File: src/rtl/exu_wbck.sv
// Write-back / commit stage: fixed-priority LSU-over-ALU arbitration into a single
// registered register-file write port, retire counter and sticky ebreak halt.
//
// state | meaning
// ------+----------------------------------------------------------
// RUN   | accepting results, LSU has priority over ALU
// HALT  | ebreak retired; no further accepts, left only via reset
module exu_wbck #(
  parameter int XLEN        = 32,
  parameter int RFIDX_WIDTH = 5,
  parameter int CNT_WIDTH   = 64
) (
  input  logic                   clk,
  input  logic                   rst_n,

  input  logic                   alu_wbck_i_valid,
  output logic                   alu_wbck_i_ready,
  input  logic [XLEN-1:0]        alu_wbck_i_wdat,
  input  logic [RFIDX_WIDTH-1:0] alu_wbck_i_rdidx,
  input  logic                   alu_wbck_i_rdwen,
  input  logic                   alu_wbck_i_ebreak,
  input  logic [XLEN-1:0]        alu_wbck_i_pc,

  input  logic                   lsu_wbck_i_valid,
  output logic                   lsu_wbck_i_ready,
  input  logic [XLEN-1:0]        lsu_wbck_i_wdat,
  input  logic [RFIDX_WIDTH-1:0] lsu_wbck_i_rdidx,
  input  logic                   lsu_wbck_i_rdwen,
  input  logic [XLEN-1:0]        lsu_wbck_i_pc,

  output logic                   rf_wbck_ena,
  output logic [RFIDX_WIDTH-1:0] rf_wbck_idx,
  output logic [XLEN-1:0]        rf_wbck_wdat,

  output logic                   cmt_valid,
  output logic [XLEN-1:0]        cmt_pc,
  output logic                   cmt_halt,
  output logic [CNT_WIDTH-1:0]   cmt_minstret
);

  typedef enum logic {
    RUN  = 1'b0,
    HALT = 1'b1
  } state_t;

  state_t state, state_nxt;

  logic                   alu_fire;
  logic                   lsu_fire;
  logic                   fire;
  logic                   sel_ena;
  logic [RFIDX_WIDTH-1:0] sel_idx;
  logic [XLEN-1:0]        sel_wdat;
  logic [XLEN-1:0]        sel_pc;

  always_ff @(posedge clk or negedge rst_n) begin
    if (!rst_n) begin
      state <= RUN;
    end else begin
      state <= state_nxt;
    end
  end

  // Readys depend only on state and the competing source, never on their own valid.
  always_comb begin
    state_nxt        = state;
    lsu_wbck_i_ready = 1'b0;
    alu_wbck_i_ready = 1'b0;
    case (state)
      RUN: begin
        lsu_wbck_i_ready = 1'b1;
        alu_wbck_i_ready = ~lsu_wbck_i_valid;
        if (alu_wbck_i_valid && !lsu_wbck_i_valid && alu_wbck_i_ebreak) begin
          state_nxt = HALT;
        end
      end
      HALT: begin
        state_nxt = HALT;
      end
      default: begin
        state_nxt = RUN;
      end
    endcase
  end

  assign lsu_fire = lsu_wbck_i_valid & lsu_wbck_i_ready;
  assign alu_fire = alu_wbck_i_valid & alu_wbck_i_ready;
  assign fire     = lsu_fire | alu_fire;

  always_comb begin
    if (lsu_fire) begin
      sel_ena  = lsu_wbck_i_rdwen & (lsu_wbck_i_rdidx != '0);
      sel_idx  = lsu_wbck_i_rdidx;
      sel_wdat = lsu_wbck_i_wdat;
      sel_pc   = lsu_wbck_i_pc;
    end else begin
      sel_ena  = alu_wbck_i_rdwen & (alu_wbck_i_rdidx != '0) & ~alu_wbck_i_ebreak;
      sel_idx  = alu_wbck_i_rdidx;
      sel_wdat = alu_wbck_i_wdat;
      sel_pc   = alu_wbck_i_pc;
    end
  end

  // Payload fields hold their last value across idle cycles; only the strobes clear.
  always_ff @(posedge clk or negedge rst_n) begin
    if (!rst_n) begin
      rf_wbck_ena  <= 1'b0;
      rf_wbck_idx  <= '0;
      rf_wbck_wdat <= '0;
      cmt_valid    <= 1'b0;
      cmt_pc       <= '0;
      cmt_minstret <= '0;
    end else begin
      rf_wbck_ena <= fire & sel_ena;
      cmt_valid   <= fire;
      if (fire) begin
        rf_wbck_idx  <= sel_idx;
        rf_wbck_wdat <= sel_wdat;
        cmt_pc       <= sel_pc;
        cmt_minstret <= cmt_minstret + CNT_WIDTH'(1);
      end
    end
  end

  assign cmt_halt = (state == HALT);

endmodule

File: config.mk
export PLATFORM = sky130hd
export DESIGN_NAME = exu_wbck
export DESIGN_NICKNAME = d
export VERILOG_FILES = /design/src/rtl/exu_wbck.sv
export SDC_FILE = /design/constraint.sdc
export NUM_CORES = 1
export LEC_CHECK = 0
export CAP_MARGIN = 20
export CORE_MARGIN = 1
export CORE_UTILIZATION = 42
export DETAILED_ROUTE_END_ITERATION = 10
export PLACE_DENSITY = 0.78
export SYNTH_ARGS = -nofsm -noshare
export SYNTH_HDL_FRONTEND = slang
export SYNTH_SLANG_ARGS = --single-unit
export TNS_END_PERCENT = 50
File: constraint.sdc
create_clock -name clk -period 3.1 [get_ports clk]
set_input_delay 0.62 -clock clk [delete_from_list [all_inputs] [get_ports clk]]
set_output_delay 0.62 -clock clk [all_outputs]
set_load 0.01 [all_outputs]
Yosys cells after proc, flatten, opt, wreduce, memory -nomap -nowiden
Cells that the tools add are included.

Logic and storage cells: 31. Register bits: 136. Output and inout bits: 138.

Multiplexer cells: 8. Reduce and logical (&&, ||, !) cells: 5. Add/subtract/negate cells: 1. Bitwise operators: 10.

Operators by type and width (count): 64-bit by 1-bit adder with 64-bit output, second input constant (1); 32-bit two-way mux (2); 5-bit nonzero test (2); 1-bit AND (6); 5-bit two-way mux (1); 1-bit two-way mux (4); 1-bit inverter (3); 1-bit logical AND (2); 1-bit one-hot mux with 2 select lines (1); 1-bit logical NOT (1); 1-bit bitwise OR (1).

Depth between registers and ports, before layout
Gate-level depths: netlist of the first run.

Depth in word-level cells: 5. Gate-level depth with buffers: 8.

Least setup slack after synthesis of the first run
OpenSTA, ideal clock, no wires.

Path type: reg-to-reg. From: reg state (netlist: cmt_halt). To: reg cmt_minstret[51]. Arrival time: 2.217 ns. Stages on the path, launching flop included: 9. Setup time: 0.079 ns. Path buffers: 3. Slack: 0.803 ns. Cell sequence: dfrtp_1 > buf_2 > o21bai_4 > or3_1 > buf_2 > or4_4 > buf_6 > nor3_1 > xor2_1.

Longest elaborated chain between the ends: 3.

RTL lines: start, declared (line 46) `state_t state, state_nxt;`; start signal, assigned (line 60) `state <= state_nxt;`; 1-bit two-way mux (line 69) `case (state)`; 1-bit AND, on equally long branches (line 86, 87); 1-bit bitwise OR (*) (line 88) `assign fire = lsu_fire | alu_fire;`; end signal, assigned (line 120) `cmt_minstret <= cmt_minstret + CNT_WIDTH'(1);`; end, declared (line 38) `output logic [CNT_WIDTH-1:0] cmt_minstret`.

Every way passes the cells marked *; elsewhere a longest branch is shown, timed or not. A chain may end at the register's enable or synchronous reset.

Worst setup path after layout of the first run
From: in lsu_wbck_i_valid. To: out alu_wbck_i_ready.

Longest elaborated chain between the ends: 2.

RTL lines: start, declared (line 24) `input logic lsu_wbck_i_valid,`; 1-bit inverter (line 72) `alu_wbck_i_ready = ~lsu_wbck_i_valid;`; 1-bit two-way mux (line 69); end, declared (line 17) `output logic alu_wbck_i_ready,`.

Every way passes these cells.

==> results of run 1 <==
-- flip-flops by register name, summed over array words and instances (netlist names) --
name / cells
cmt_minstret: 64
cmt_pc: 32
rf_wbck_wdat: 32
rf_wbck_idx: 5
cmt_halt: 1
cmt_valid: 1
rf_wbck_ena: 1
-- worst max path at each step --
stage	from	end	slack, ns	cells after the start
after CTS	lsu_wbck_i_valid	alu_wbck_i_ready	0.53	4
after global placement	alu_wbck_i_valid	cmt_minstret[29]	0.24	7
after global routing	alu_wbck_i_valid	cmt_minstret[29]	0.49	7
after floorplan	cmt_halt	cmt_minstret[51]	0.80	8
after detailed placement	alu_wbck_i_valid	cmt_minstret[29]	0.15	7
final	lsu_wbck_i_valid	alu_wbck_i_ready	0.52	4
-- through the flow --
step / hold slack (ns) / instances / power, mW / util [%] / worst slack, ns
3_3_place_gp: 0.461 / 1044 / 4.27 / 64.2 / 0.236
6_report: 0.237 / 1074 / 6.14 / 67.9 / 0.523
4_1_cts: 0.259 / 1073 / 6.20 / 67.8 / 0.532
5_1_grt: 0.300 / 1073 / 6.45 / 67.8 / 0.485
3_5_place_dp: 0.471 / 1044 / 4.33 / 64.2 / 0.154
2_1_floorplan: 0.324 / 593 / 3.01 / - / 0.803
-- synth_stat cells --
library cell | instances | area share [%]
ha_1 | 1 | 0.20
and3_1 | 4 | 0.40
buf_1 | 2 | 0.12
buf_2 | 3 | 0.24
nand2_1 | 102 | 6.2
or2_2 | 2 | 0.20
nor4_1 | 13 | 1.3
inv_1 | 12 | 0.72
dfrtp_1 | 136 | 55
nor4bb_1 | 1 | 0.16
nand3_1 | 15 | 1.2
a21oi_1 | 1 | 0.080
a31o_2 | 1 | 0.14
xor2_1 | 40 | 5.6
buf_6 | 1 | 0.18
or4_4 | 1 | 0.18
nand4_1 | 22 | 2.2
o211ai_1 | 1 | 0.12
mux2i_1 | 69 | 11
nor2_1 | 17 | 1.0
or4_1 | 2 | 0.24
o21ai_0 | 70 | 5.6
nand2_2 | 1 | 0.10
nand4_2 | 1 | 0.20
clkbuf_1 | 20 | 1.2
and4_1 | 1 | 0.14
and2_1 | 2 | 0.20
nor3_1 | 23 | 1.9
nor4_2 | 2 | 0.40
nor3_2 | 1 | 0.16
xnor2_1 | 23 | 3.2
or3_1 | 2 | 0.20
o21bai_4 | 1 | 0.30
-- cell families after synthesis --
logic type / synth area share (%)
mux: 11.1
fa+ha+maj: 0.201
compound gates: 6.28
xor+xnor: 8.87
flops: 54.7
simple gates: 16.4
buf+inv: 2.47
-- where the power goes --
group          switching (mW)  leakage [nW]  internal, mW  total (mW)
Sequential              0.288          1.71          2.21        2.50
Combinational           0.748          2.04          1.05        1.80
Clock                   0.701         0.263          1.15        1.85
Total                    1.74          4.01          4.41        6.14
-- metal layers --
layer	GRT usage [%]	up-vias	routed length, um
met5	0	-	0
met4	11.9	0	618
met3	8.79	40	1520
met2	43.8	219	9450
met1	28.3	2630	7090
li1	-	2625	-
-- cell type report --
cell class                      instances  area, sq um  area share, %
Clock buffer                           25          485           4.94
Multi-Input combinational cell        419         2670           27.2
Tap cell                              184          230           2.34
Inverter                               12         45.0          0.458
Sequential cell                       136         3400           34.6
Timing Repair Buffer                  293         2940           30.0
Clock inverter                          4         45.0          0.458
Antenna cell                            1         2.50         0.0255
-- worst max-delay path: stages --
cell and delay, ns:
clkdlybuf4s50_1 0.46, buf_4 0.17, nor2_1 0.10, clkdlybuf4s50_1 0.60
==> metrics.md, run 1 <==
| Metric | Value |
|---|---|
| Status | finished clean |
| R2R Path Start | cmt_halt |
| #FFs+latches synth | 136 |
| Max Clk Rate | 388 MHz |
| Placed Area | 9290 sq um |
| Setup violators final | 0 |
| Startpoint Class | primary input |
| Skew final | 0.0112 ns |
| Global-route wire length before repair | 29.0 mm |
| Worst slew pin tran | 0.720 ns |
| Root Buffer | clkbuf_16 |
| Area Growth Syn to Fin | 58.0% |
| RSZ-0062 raised after global routing | false |
| Final Slew Violations | 0 |
| Die area | 15300 sq um |
| Hold Vio Cnt, Final | 0 |
| Vias in the first global route | 5615 |
| Min-delay worst type | in2async |
| Post-DR wirelength/cell | 17.4 um |
| Post-Syn Area | 6220 sq um |
| Commonest non-fill, non-tap cells in the layout | clkdlybuf4s50_1 (281), dfrtp_1 (136), nand2_1 (102) |
| Initial drt markers | 268 |
| Clk sinks | 136 |
| # rows | 44 |
| Drt drc | 0 |
| TritonCTS buffer count | 17 |
| Initial antenna violation count | 0 |
| Power Density | 625 nW/um^2 |
| Pin count of the biggest net entering global routing | 80 |
| Num ports | 283 |
| Avg Cell Area, Syn | 10.5 sq um |
| Critical Path End Type | output port |
| Crit-path max FO | 4 |
| Height of the chip | 124 um |
| Initial Utilization | 43.0% |
| # Max-Cap Violations | 0 |
| DRT Pass-1 Iters | 5 |
| Slew headroom | 52.0% |
| # port buffers | 282 |
| Dpl hpwl | 14.4 mm |
| Via Count | 5514 |
| Peak VDD IR | 0.375 mV |
| R2R Setup Slk | 0.73 ns |
| Library cells used by synthesis | 33 |
| GR Overflow Total | 0 |
| Core Footprint | 14500 sq um |
| Layout cells sized above 1 | 5.29% |
| Synth Instances | 593 |
| Crit path kind | in2out |
| Worst Path Required | 2.48 ns |
| Longest Clk Path Bufs | 2 |
| RePlAce Congestion | 0.853 |
| YS warnings | 0 |
| H-tree Lvls | 4 |
| Sequential fraction of the synthesis area | 54.7% |
| Final ANT Viol Nets | 0 |
| TNS Setup | 0 ns |
| Die W | 124 um |
| Post-CTS resize count | 0 |
| Clk_lat worst skew | 0.42 ns |
| Filler Cell Count | 1088 |
| # hold bufs at CTS | 0 |
| TritonCTS clock tree | done |
| Final Cycle Share | 83.1% |
| Routed WL | 18.7 mm |
| LEAKAGE | 4.01 nW |
| Minimum clock period | 2.58 ns |
| Design Area, Final | 9830 sq um |
| Postcts setup bufs | 0 |
| Arr. time, crit path | 1.96 ns |
| R2R cell count | 6 |
| Commonest non-fill, non-tap cell in the layout | clkdlybuf4s50_1 |
| Clock Pin Slew Worst Setup and Hold Paths | 0.05 ns |
| GRT Overall Usage | 25.5% |
| Worst r2r dst | cmt_minstret[29] |
| Post-synth net total | 739 |
| Vias per inst | 5.13 |
| Nets@finish | 1025 |
Power figures use the tool's default switching activity.
==> run 2, diff against run 1 <==
clock period = 2.5 ns   (was 3.1 ns; I/O delays follow)
==> run 2 against run 1 <==
Effect of this change:
- final cell count grew 1.3%
- clock skew down 0.0039 ns
- wire length is 1.7% higher
- die area stayed put
- critical path depth grew 3
- register-to-register slack worse by 0.46 ns
- worst hold slack got worse by 0.16 ns
- via count rose by 1.2%
- count of clock-buffer cells in the layout down 4
- critical path type is now in2reg
- largest cell class unchanged
- highest routed layer unchanged
==> metrics.md, run 2 (same netlist as run 1, synthesis figures left out) <==
| Metric | Value |
|---|---|
| Non-Filler Instances | 1088 (+1.3%) |
| Final Slew Violations | 0 (unchanged) |
| # hold bufs at CTS | 0 (unchanged) |
| Initial drt markers | 361 (+35%) |
| H-tree Lvls | 4 (unchanged) |
| Hold Vio Cnt, Final | 0 (unchanged) |
| Root Buffer | clkbuf_16 |
| GR Overflow Total | 0 (unchanged) |
| Dpl hpwl | 14.6 mm (+1.3%) |
| Register area | 3400 sq um (unchanged) |
| Arr. time, crit path | 2.68 ns (+0.72 ns) |
| Clk_lat worst skew | 0.42 ns (about the same) |
| Initial Utilization | 43.0% (unchanged) |
| LEAKAGE | 4.13 nW (+3.0%) |
| Slowest cell on the critical path | or4_4 |
| Startpoint Class | primary input |
| Critical Path End Type | flop |
| Longest Clk Path Bufs | 2 (unchanged) |
| DRT Pass-1 Iters | 4 (-1) |
| Skew final | 0.00729 ns (-0.00390 ns) |
| Crit path largest cell delay | 0.59 ns (about the same) |
| Vias in the first global route | 5765 (+2.7%) |
| Fin Hold WS | 0.0801 ns (-0.157 ns) |
| Nets@finish | 1036 (+1.1%) |
| Die W | 124 um (unchanged) |
| Initial antenna violation count | 1 (+1) |
| Final Cycle Share | 93.5% |
| Final WS setup | 0.161 ns (-0.362 ns) |
| Vias per inst | 5.13 (about the same) |
| Filler Cell Count | 1089 (+0.092%) |
| Commonest non-fill, non-tap cells in the layout | clkdlybuf4s50_1 (281), dfrtp_1 (136), nand2_1 (102) |
| Drt drc | 0 (unchanged) |
| Status | finished clean |
| Setup violators final | 0 (unchanged) |
| Post-DR wirelength/cell | 17.5 um (+0.36%) |
| Pin count of the biggest net entering global routing | 67 (-16%) |
| Via Count | 5581 (+1.2%) |
| Largest registers | cmt_minstret: 64 flops, cmt_pc: 32 flops, rf_wbck_wdat: 32 flops |
| Num ports | 283 (unchanged) |
| Min-delay worst type | in2async |
| Largest Register | cmt_minstret |
| Commonest non-fill, non-tap cell in the layout | clkdlybuf4s50_1 |
| Crit path cell chain | clkdlybuf4s50_1 -> o21bai_4 -> or3_1 -> or4_4 -> buf_4 -> nor3_1 -> xor2_1 |
| Max Clk Rate | 428 MHz |
| CP bufs+invs | 2 (-1) |
| Worst slew pin tran | 0.646 ns (-0.0745 ns) |
| Slew headroom | 56.9% (+5.0 points) |
| Worst Path Required | 2.84 ns (+0.36 ns) |
| Minimum clock period | 2.34 ns |
| Max reg flops | 64 (unchanged) |
| Post-CTS resize count | 0 (unchanged) |
| Global-route wire length before repair | 30.0 mm (+3.5%) |
| # rows | 44 (unchanged) |
| Crit path kind | in2reg |
| # Max-Cap Violations | 0 (unchanged) |
| Layout cells sized above 1 | 7.31% (+2.0 points) |
| Crit-path max FO | 11 (+7) |
| Core Footprint | 14500 sq um (unchanged) |
| GRT Overall Usage | 26.3% (+0.77 points) |
| Clk sinks | 136 (unchanged) |
| Area Growth Syn to Fin | 61.8% |
| Cell count after placement | 1055 (+1.1%) |
| RSZ-0062 raised after global routing | false |
| # port buffers | 282 (unchanged) |
| Clock Pin Slew Worst Setup and Hold Paths | 0.06 ns (about the same) |
| CP top delay family | simple AND/OR/NAND/NOR gates |
| Postcts setup bufs | 0 (unchanged) |
| Height of the chip | 124 um (unchanged) |
| TritonCTS clock tree | done |
| Power Density | 808 nW/um^2 (+29%) |
| Die area | 15300 sq um (unchanged) |
| RePlAce Congestion | 0.862 (+1.1%) |
| Final ANT Viol Nets | 0 (unchanged) |
| Routed WL | 19.0 mm (+1.7%) |
| Peak VDD IR | 0.611 mV (+63%) |
| Pre-CTS setup slack | -0.264 ns (-0.417 ns) |
| Area of the multi-input gates | 2670 sq um (unchanged) |
| TritonCTS buffer count | 17 (unchanged) |
[run 2: per-stage QoR]
| step | utilization (%) | area [sq um] | power (mW) | TNS (ns) |
|---|---|---|---|---|
| after detailed placement | 64.8 | 9390 | 5.35 | -3.82 |
| after floorplan | - | 6220 | 3.73 | 0 |
| after CTS | 69.5 | 10100 | 8.21 | 0 |
| after global routing | 69.5 | 10100 | 8.55 | 0 |
| after global placement | 64.8 | 9390 | 5.29 | -2.11 |
| final | 69.5 | 10100 | 8.13 | 0 |
[run 2: cell type report]
cell class,count,share of cell area [%]
clock inverters,11,1.91
multi-input cells,419,26.5
well taps,184,2.29
clock buffers,21,4.77
inverters,12,0.448
repair buffers,304,30.2
flip-flops and latches,136,33.8
diodes,1,0.0249
[run 2: worst paths after layout]
path,startpoint,endpoint,slack [ns],depth (start not counted)
worst max-delay path,alu_wbck_i_valid,cmt_minstret[51],0.16,7
worst min-delay path,rst_n,cmt_minstret[35],0.08,1
worst max register to register,cmt_minstret[7],cmt_minstret[51],0.27,6
worst min register to register,cmt_pc[18],cmt_pc[18],0.47,2
max in group asynchronous,rst_n,cmt_minstret[39],1.77,2
min in group clk,cmt_pc[18],cmt_pc[18],0.47,2
[run 2: where the power goes]
part | switching (mW) | internal [mW] | leakage, nW | total (mW)
combinational | 0.918 | 1.30 | 2.10 | 2.22
sequential | 0.346 | 2.74 | 1.71 | 3.08
clock | 0.950 | 1.88 | 0.325 | 2.83
[run 2: routing by layer]
metal	global-route usage [%]	vias to the layer above	wire (um)
li1	-	2654	-
met1	30.1	2663	7290
met2	44.3	222	9520
met3	8.79	42	1550
met4	11.8	0	625
met5	0	-	0
==> run 3, diff against run 2 <==
CORE_AREA = 2 2 108 110   (was not set)
CORE_MARGIN = not set   (was 1)
CORE_UTILIZATION = not set   (was 42)
CTS_CLUSTER_SIZE = 20   (was not set)
DIE_AREA = 0 0 110 112   (was not set)
DONT_BUFFER_PORTS = 1   (was not set)
PLACE_DENSITY = 0.68   (was 0.78)
clock period = 2.2 ns   (was 2.5 ns; I/O delays follow)
==> run 3 against run 2 <==
Effect of this change:
- via count decreased by 17%
- sequential power increased by 26%
- wire length decreased by 17%
- highest routed layer unchanged
- final cell count decreased by 27%
- critical endpoint is now cmt_minstret[59]
- largest power group unchanged
- cell area decreased by 27%
- sequential share of layout area increased by 13 points
- non-clock buffer count decreased by 249
- core utilization decreased by 4.0 points
- sequential cell count unchanged
- the flow now finishes with violations (hold timing)
- global-route usage decreased by 0.070 points
- register-to-register slack got worse by 0.16 ns
==> metrics.md, run 3 (same netlist as run 1, synthesis figures left out) <==
| Metric | Value |
|---|---|
| Status | finished, violations left |
| Startpoint Class | flop |
| Design Area, Final | 7320 sq um (-27%) |
| Min-delay worst type | in2async |
| Vias per inst | 5.82 (+13%) |
| Global-route wire length before repair | 24.5 mm (-18%) |
| Placed Area | 6740 sq um (-28%) |
| Slew headroom | 53.2% (-3.8 points) |
| Die area | 12300 sq um (-19%) |
| Max reg flops | 64 (unchanged) |
| Failing checks | hold timing |
| Die W | 110 um (-11%) |
| R2R Path Start | cmt_minstret[20] |
| Non-Filler Instances | 797 (-27%) |
| Core Footprint | 11200 sq um (-23%) |
| Drt drc | 0 (unchanged) |
| RSZ-0062 raised after global routing | true |
| Max Clk Rate | 477 MHz |
| TNS Setup | 0 ns (unchanged) |
| TritonCTS clock tree | done |
| Clk sinks | 136 (unchanged) |
| Dpl hpwl | 11.6 mm (-20%) |
| Initial drt markers | 265 (-27%) |
| Crit path largest cell delay | 0.60 ns (about the same) |
| Commonest non-fill, non-tap cell in the layout | dfrtp_1 |
| # Max-Cap Violations | 0 (unchanged) |
| Peak VDD IR | 0.545 mV (-11%) |
| Hold Vio Cnt, Final | 136 (+136) |
| # diodes | 0 (-1) |
| Pre-CTS setup slack | 0.0821 ns (+0.346 ns) |
| Arr. time, crit path | 2.42 ns (-0.26 ns) |
| Cell count after placement | 763 (-28%) |
| Nets@finish | 787 (-24%) |
| R2R Setup Slk | 0.11 ns (-0.16 ns) |
| Num ports | 283 (unchanged) |
| Clk_lat worst skew | 0.41 ns (about the same) |
| Commonest non-fill, non-tap cells in the layout | dfrtp_1 (136), nand2_1 (102), o21ai_0 (70) |
| Routed WL | 15.7 mm (-17%) |
| Skew final | 0.0107 ns (+0.00338 ns) |
| RePlAce Congestion | 0.811 (-5.9%) |
| Area Growth Syn to Fin | 17.6% |
| Longest Clk Path Bufs | 2 (unchanged) |
| GRT Overall Usage | 26.2% (-0.070 points) |
| Largest Register | cmt_minstret |
| Worst r2r dst | cmt_minstret[59] |
| Slowest cell on the critical path | or4_4 |
| Setup violators final | 0 (unchanged) |
| Crit-path max FO | 7 (-4) |
| Fin Hold WS | -0.275 ns (-0.356 ns) |
| Worst Path Required | 2.53 ns (-0.31 ns) |
| Critical Path End Type | flop |
| Layout cells sized above 1 | 15.6% (+8.3 points) |
| Final core occ | 65.5% (-4.0 points) |
| Crit path kind | reg2reg |
| Vias in the first global route | 4749 (-18%) |
| H-tree Lvls | 4 (unchanged) |
| Power Total | 7.22 mW (-11%) |
| Final Cycle Share | 95.2% |
| Final Slew Violations | 0 (unchanged) |
| # rows | 39 (-11%) |
| Via Count | 4636 (-17%) |
| Clock Pin Slew Worst Setup and Hold Paths | 0.06 ns (about the same) |
| TritonCTS buffer count | 17 (unchanged) |
| Pin count of the biggest net entering global routing | 137 (+100%) |
| Height of the chip | 112 um (-9.5%) |
| Post-DR wirelength/cell | 19.7 um (+13%) |
| DRT Pass-1 Iters | 5 (+1) |
| # port buffers | 0 (-100%) |
| R2R cell count | 6 (unchanged) |
| Initial Utilization | 55.7% (+13 points) |
| Worst slew pin tran | 0.703 ns (+0.0567 ns) |
| Minimum clock period | 2.09 ns |
| Power Density | 987 nW/um^2 (+22%) |
| Crit path cell chain | nand4_1 -> or3_1 -> or4_4 -> buf_6 -> nor3_4 -> xor2_1 |
| GR Overflow Total | 0 (unchanged) |
| Root Buffer | clkbuf_16 |
| Initial antenna violation count | 0 (-1) |
| Final ANT Viol Nets | 0 (unchanged) |
| Final WS setup | 0.105 ns (-0.0558 ns) |
| LEAKAGE | 3.16 nW (-23%) |
| Largest registers | cmt_minstret: 64 flops, cmt_pc: 32 flops, rf_wbck_wdat: 32 flops |
## run 3: final cells by class
type	count	area, sq um
well taps	143	179
repair buffers	55	429
clock buffers	23	468
flip-flops and latches	136	3400
multi-input cells	419	2720
clock inverters	9	75.1
inverters	12	45.0
fillers	917	3860
## run 3: timing repair
| item | in CTS | in global routing |
|---|---|---|
| endpoints found under the setup margin | 0 | 9 |
| resized for setup | 0 | 3 |
| endpoints found under the hold margin | 136 | 136 |
| setup buffers | 0 | 2 |
## run 3: power by group
| group | switching [mW] | leakage (nW) | internal [mW] | total, mW |
|---|---|---|---|---|
| clock network | 1.03 | 0.266 | 1.60 | 2.63 |
| logic | 0.398 | 1.19 | 0.318 | 0.717 |
| registers | 0.758 | 1.71 | 3.11 | 3.87 |
| total | 2.19 | 3.16 | 5.03 | 7.22 |
## run 3: worst max-delay path by stage
stage,start,endpoint,slack [ns],cells after the start
global placement,cmt_minstret[6],cmt_minstret[59],0.20,6
global route,cmt_minstret[11],cmt_minstret[58],-0.04,6
detailed placement,cmt_minstret[8],cmt_minstret[59],0.08,6
finish,cmt_minstret[20],cmt_minstret[59],0.11,6
CTS,cmt_minstret[8],cmt_minstret[61],0.03,5
floorplan,cmt_halt,cmt_minstret[40],-0.03,6
## run 3: critical path: cells and delay by family, from the launching register on
family	cells	cell delay (ns)
xor gates and xnor gates	1	0.18
buffers and inverters	1	0.18
DFF	1	0.39
and+or+nand+nor	4	1.27
## run 3: metal layers
layer | global-route usage (%) | share of wire [%]
met1 | 31.6 | 39
met2 | 44.1 | 51
met3 | 8.49 | 8.4
met4 | 8.10 | 1.6
met5 | 0 | 0
